--- src/rtl/compare_debounce.sv ---
// Registered WIDTH-bit A-versus-B comparator with unsigned/two's-complement mode per sample,
// followed by a debouncer that moves AGEB only after DEBOUNCE consecutive disagreeing samples.
module compare_debounce #(
    parameter int WIDTH    = 8,
    parameter int DEBOUNCE = 4
) (
    input  logic             CLK,
    input  logic             RESET,
    input  logic [WIDTH-1:0] DataA,
    input  logic [WIDTH-1:0] DataB,
    input  logic             Valid,
    input  logic             Signed,
    output logic             AGTB,
    output logic             AEQB,
    output logic             RawGE,
    output logic             OutValid,
    output logic             AGEB,
    output logic             Changed
);

    localparam int                CNT_W    = (DEBOUNCE > 1) ? $clog2(DEBOUNCE) : 1;
    localparam logic [CNT_W-1:0]  CNT_LAST = CNT_W'(DEBOUNCE - 1);

    logic [WIDTH-1:0] a_q, a_d, b_q, b_d;
    logic             signed_q, signed_d;
    logic             valid_q, valid_d;
    logic             agtb_q, agtb_d, aeqb_q, aeqb_d, rawge_q, rawge_d;
    logic             out_valid_q, out_valid_d;
    logic [CNT_W-1:0] cnt_q, cnt_d;
    logic             ageb_q, ageb_d;
    logic             changed_q, changed_d;

    // Inverting the sign bit maps two's-complement order onto unsigned order.
    logic [WIDTH-1:0] a_key, b_key;
    logic             a_gt_b, a_eq_b;

    assign a_key  = {a_q[WIDTH-1] ^ signed_q, a_q[WIDTH-2:0]};
    assign b_key  = {b_q[WIDTH-1] ^ signed_q, b_q[WIDTH-2:0]};
    assign a_gt_b = a_key > b_key;
    assign a_eq_b = a_q == b_q;

    always_comb begin
        // NOTE: every signal gets its hold value first so no path leaves it unassigned (no latch).
        a_d         = a_q;
        b_d         = b_q;
        signed_d    = signed_q;
        valid_d     = Valid;
        agtb_d      = agtb_q;
        aeqb_d      = aeqb_q;
        rawge_d     = rawge_q;
        out_valid_d = valid_q;
        cnt_d       = cnt_q;
        ageb_d      = ageb_q;
        changed_d   = 1'b0;

        if (Valid) begin
            a_d      = DataA;
            b_d      = DataB;
            signed_d = Signed;
        end

        if (valid_q) begin
            agtb_d  = a_gt_b;
            aeqb_d  = a_eq_b;
            rawge_d = a_gt_b | a_eq_b;
        end

        if (out_valid_q) begin
            if (rawge_q == ageb_q) begin
                cnt_d = '0;
            end else if (cnt_q == CNT_LAST) begin
                ageb_d    = rawge_q;
                cnt_d     = '0;
                changed_d = 1'b1;
            end else begin
                cnt_d = cnt_q + 1'b1;
            end
        end
    end

    always_ff @(posedge CLK) begin
        // NOTE: non-blocking assignments so every flop samples pre-edge values regardless of order.
        if (RESET) begin
            a_q         <= '0;
            b_q         <= '0;
            signed_q    <= 1'b0;
            valid_q     <= 1'b0;
            agtb_q      <= 1'b0;
            aeqb_q      <= 1'b0;
            rawge_q     <= 1'b0;
            out_valid_q <= 1'b0;
            cnt_q       <= '0;
            ageb_q      <= 1'b0;
            changed_q   <= 1'b0;
        end else begin
            a_q         <= a_d;
            b_q         <= b_d;
            signed_q    <= signed_d;
            valid_q     <= valid_d;
            agtb_q      <= agtb_d;
            aeqb_q      <= aeqb_d;
            rawge_q     <= rawge_d;
            out_valid_q <= out_valid_d;
            cnt_q       <= cnt_d;
            ageb_q      <= ageb_d;
            changed_q   <= changed_d;
        end
    end

    assign AGTB     = agtb_q;
    assign AEQB     = aeqb_q;
    assign RawGE    = rawge_q;
    assign OutValid = out_valid_q;
    assign AGEB     = ageb_q;
    assign Changed  = changed_q;

endmodule

--- config.mk ---
export PLATFORM = sky130hd
export DESIGN_NAME = compare_debounce
export DESIGN_NICKNAME = d
export VERILOG_FILES = /design/src/rtl/compare_debounce.sv
export SDC_FILE = /design/constraint.sdc
export NUM_CORES = 1
export LEC_CHECK = 0
export CORE_UTILIZATION = 43
export CTS_CLUSTER_DIAMETER = 150
export CTS_CLUSTER_SIZE = 8
export DETAILED_ROUTE_END_ITERATION = 8
export PLACE_DENSITY = 0.73
export SKIP_CTS_REPAIR_TIMING = 1
export SLEW_MARGIN = 5
export SYNTH_ARGS = -nofsm -noshare
export SYNTH_HDL_FRONTEND = slang
export SYNTH_SLANG_ARGS = --single-unit
--- constraint.sdc ---
create_clock -name CLK -period 1.38 [get_ports CLK]
set_clock_uncertainty 0.1 [all_clocks]
set_input_delay 0.276 -clock CLK [delete_from_list [all_inputs] [get_ports CLK]]
set_output_delay 0.276 -clock CLK [all_outputs]
set_load 0.03 [all_outputs]
After elaboration in Yosys (flattened, before gate mapping):

Index checks and enable logic that the tools add are counted.
Widths: inputs -> output; s select.

* flip-flop bits (word level): 26
* word-level logic and storage cells: 26

* reduce and logical (&&, ||, !) cells: 2
* order comparisons: 1
* bitwise operators: 5
* multiplexer cells: 3
* eq/ne operators: 3
* $add $sub $neg: 1

Operators by type and width (number)
* $eq 8x8->1: 1
* $gt 8x8->1: 1
* $mux 2: 2
* $reduce_and 3->1: 1
* $reduce_or 3->1: 1
* $add 2x1->2 const B: 1
* $eq 2x2->1 const B: 1
* $not 1->1: 2
* $xor 1x1->1: 2
* $eq 1x1->1: 1
* $mux 1: 1
* $or 1x1->1: 1

Longest topological paths before layout:

* depth after elaboration: 3
* depth in mapped cells: 7
* gate-level depth less buffers: 7

Worst setup path before layout:

Ideal clock, no wire load.

* path type: flip-flop to flip-flop
* start point: register b_q[1]
* end point: register agtb_q (netlist: AGTB)
* stages on the path, launching flop included: 8
* data required time: 1.148 ns
* library setup time: 0.132 ns
* arrival time: 1.273 ns
* clock period less this slack: 1.505 ns
* buffers on the path: 0
* path slack: -0.125 ns
* cell sequence: dfxtp_1 > inv_1 > ha_1 > nor2b_1 > o211ai_1 > a21oi_1 > o31ai_1 > a21oi_1

* cells in the longest elaborated chain, start to end: 1

Ends and longest elaborated chain
* from (decl): line 24 `logic [WIDTH-1:0] a_q, a_d, b_q, b_d;`
* from (signal assigned): line 85 `b_q <= '0;`
* from (signal assigned): line 97 `b_q <= b_d;`
* $gt 8x8->1: line 39 `assign a_gt_b = a_key > b_key;`
* to (signal assigned): line 100 `agtb_q <= agtb_d;`
* to (decl): line 27 `logic agtb_q, agtb_d, aeqb_q, aeqb_d, rawge_q, rawge_d;`

No other way between the ends.
A chain may end at the register's enable or synchronous reset.

Worst setup path after layout:

Same ends and word-level chain as after synthesis.

==> results.py <==
metrics = {
    "place": {
        "post-place-ws_ns": -0.148,
        "portBuffers": 25,
        "hpwl_microns": 1550,
        "gp_routability_congestion": 0.767,
        "placed_area_sq_um": 1430,
    },
    "global_route": {
        "grt_pass1_wl_microns": 3320,
        "first_global_vias": 795,
        "grt-ovfl-total": 0,
        "grt_antenna_before_repair": 0,
        "grt_max_degree": 27,
        "gr-usage-all-layers": 0.165,
    },
    "hold_path": {
        "hold_class": "reg -> reg",
        "hold_path_depth": 2,
    },
    "logic_synthesis": {
        "synth_cell_type_count": 24,
        "ys_seq_elements": 26,
        "syn-num-nets": 150,
        "synth_edf_count": 0,
        "syn-cell-area_sq_um": 1130,
        "avgSynthCellArea_sq_um": 9.30,
        "synth_seq_area_share": 0.459,
        "ys.flop_type": "dfxtp_1",
        "synth_cells": 122,
        "synthArstFlopShare": 0,
        "yosys_warnings": 0,
    },
    "worst_setup_path": {
        "cp.depth": 7,
        "critical_path_class": "reg -> reg",
        "cpPeakStageDelay_ns": 0.36,
        "crit_slowest_cell": "dfxtp_2",
        "rr_worst_depth": 7,
        "cp_top_family": "compound AO/OA/AOI/OAI gates",
        "cp_max_fo": 2,
        "endpoint_kind": "flop",
        "path_buf_inv": 1,
        "worst_ep_required_time_ns": 1.52,
        "cp.arrival_ns": 1.70,
        "start_kind": "flop",
        "crit_chain": "inv_2, ha_4, nor2b_4, o211ai_1, a21oi_2, o31ai_1, a21oi_1",
        "regToRegSetupSlack_ns": -0.18,
    },
    "sta": {
        "fin_crit_sh": 1.13,
        "setup_viol": 2,
        "slew_viol_final": 0,
        "hold_violations": 0,
        "period_needed_ns": 1.56,
        "timing.setup.tns_ns": -0.312,
        "worst_pin_slew_ns": 0.347,
        "slew_headroom": 0.767,
        "rsz0062_at_grt": "true",
        "max_freq_mhz": 641,
        "setup_slack_ns": -0.180,
    },
    "routing": {
        "ant_nets": 0,
        "firstDrtPassIters": 4,
        "vias": 895,
        "drtIter0Drc": 9,
        "drt_wl_total_microns": 2130,
        "wl_per_cell_microns": 11.9,
        "vias_per_cell": 5.03,
        "drcViolationCount": 0,
    },
    "outcome": {
        "violations": "setup timing",
        "status": "complete, but fails checks",
    },
    "floorplanning": {
        "ioPinCount": 26,
        "fp.coreArea_sq_um": 2480,
        "num_rows": 18,
        "die_h_microns": 53.4,
        "dieWidth_microns": 53.4,
        "die-area_sq_um": 2850,
        "start_util": 0.458,
    },
    "cts": {
        "cts_buffer_depth": 2,
        "cts_inserted_buffers": 3,
        "htreeDepth": 1,
        "cts_tree": "yes",
        "clkTransAtPathRegs_ns": 0.14,
        "cts_root_buf": "clkbuf_4",
        "clkSinkCount": 26,
        "clk_latency_ns": 0.33,
    },
    "flow_run": {
        "max_cap_viol_count": 0,
    },
    "final_layout": {
        "fin_util": 0.629,
        "final_area_sq_um": 1560,
        "drive_gt1_frac": 0.243,
        "diodes": 0,
        "nets": 177,
        "area_delta_synth_final_pct": 37.3,
    },
    "power": {
        "ir_worst_vdd_mv": 0.846,
        "powerDensity_nw_per_um2": 1060,
        "power_leakage_nw": 0.649,
    },
}
[worst paths after layout]
| kind | from | to |
|---|---|---|
| max reg2reg | b_q[1] | AGTB |
| max | b_q[1] | AGTB |
| min | AGTB | AGTB |
| min reg2reg | AGTB | AGTB |
[state kept, by name, summed over array words and instances (netlist names)]
register     count
AEQB             1
AGEB             1
AGTB             1
Changed          1
OutValid         1
RawGE            1
a_q              8
b_q              8
cnt_q            2
out_valid_d      1
signed_q         1
[worst reg2reg max path, stage by stage, from the launching register on]
cell      delay (ns)
dfxtp_2         0.36
inv_2           0.04
ha_4            0.21
nor2b_4         0.12
o211ai_1        0.19
a21oi_2         0.09
o31ai_1         0.26
a21oi_1         0.09
[cells in the mapped netlist (2+ instances only)]
cell,count,area share
a21oi_1,7,0.031
clkbuf_1,2,0.0066
dfxtp_1,26,0.46
ha_1,8,0.088
inv_1,8,0.026
mux2i_1,17,0.15
nand2_1,5,0.017
nand2b_1,2,0.011
nand4_1,2,0.011
nor2_1,24,0.079
nor2b_1,3,0.017
nor3_1,5,0.022
xnor2_1,2,0.015
[cells by family after synthesis]
| logic type | after synthesis | synth area share |
|---|---|---|
| flip-flops | 26 | 0.459 |
| AND/OR/NAND/NOR | 44 | 0.173 |
| multiplexers | 17 | 0.150 |
| XOR/XNOR | 2 | 0.0154 |
| buffers and inverters | 13 | 0.0474 |
| adder cells (fa/ha/maj) | 8 | 0.0882 |
| AO/OA/AOI/OAI | 12 | 0.0673 |
[layout make-up]
cell class              instances  area [sq um]
repair buffers                 27           273
clock inverters                 1          30.0
flip-flops and latches         26           533
inverters                       8          30.0
well taps                      30          37.5
multi-input cells              83           632
clock buffers                   3          22.5
fillers                       223           920
[per-stage QoR]
step,total power (W),hold WS (ns),std cells
2_1_floorplan,0.000989,0.323,122
3_3_place_gp,0.00109,0.365,174
3_5_place_dp,0.00110,0.368,174
4_1_cts,0.00161,0.390,178
5_1_grt,0.00173,0.413,178
6_report,0.00165,0.392,178
[layout by cell type, fill, tap and decap left out]
cell type / netlist / routed
nor2_1: 24 / 24
clkdlybuf4s50_1: 0 / 19
mux2i_1: 17 / 17
dfxtp_1: 26 / 16
dfxtp_2: 0 / 10
a21oi_1: 7 / 6
nand2_1: 5 / 5
buf_4: 1 / 5
inv_2: 0 / 4
inv_1: 8 / 4
ha_1: 8 / 4
ha_4: 0 / 4
nor3_1: 5 / 3
clkbuf_4: 0 / 3
xnor2_1: 2 / 2
nor2b_1: 3 / 2
nand2b_1: 2 / 2
nand4_1: 2 / 2
nor3_2: 0 / 2
buf_12: 0 / 2
nor4_1: 1 / 1
nor2b_4: 0 / 1
o211ai_1: 1 / 1
a21oi_2: 0 / 1
nand3b_1: 1 / 1
o21ai_0: 1 / 1
o21a_2: 1 / 1
o31ai_1: 1 / 1
a211oi_2: 1 / 1
nand3_1: 1 / 1
bufinv_16: 0 / 1
clkbuf_2: 0 / 1
[power by group]
group,switching [W],internal [W],leakage (nW)
Clock,0.000235,0.000294,0.0279
Sequential,0.0000324,0.000794,0.217
Combinational,0.000131,0.000160,0.404
[metal layers]
metal / up-vias / wire length [microns] / part of all wire / global-route usage
met5: - / 0 / 0 / 0
met4: 0 / 52 / 0.024 / 0.0921
met3: 5 / 80 / 0.038 / 0.0287
met2: 18 / 1060 / 0.50 / 0.283
met1: 412 / 928 / 0.44 / 0.188
li1: 460 / - / - / -
Note: power is estimated with default switching activity, not from simulation.
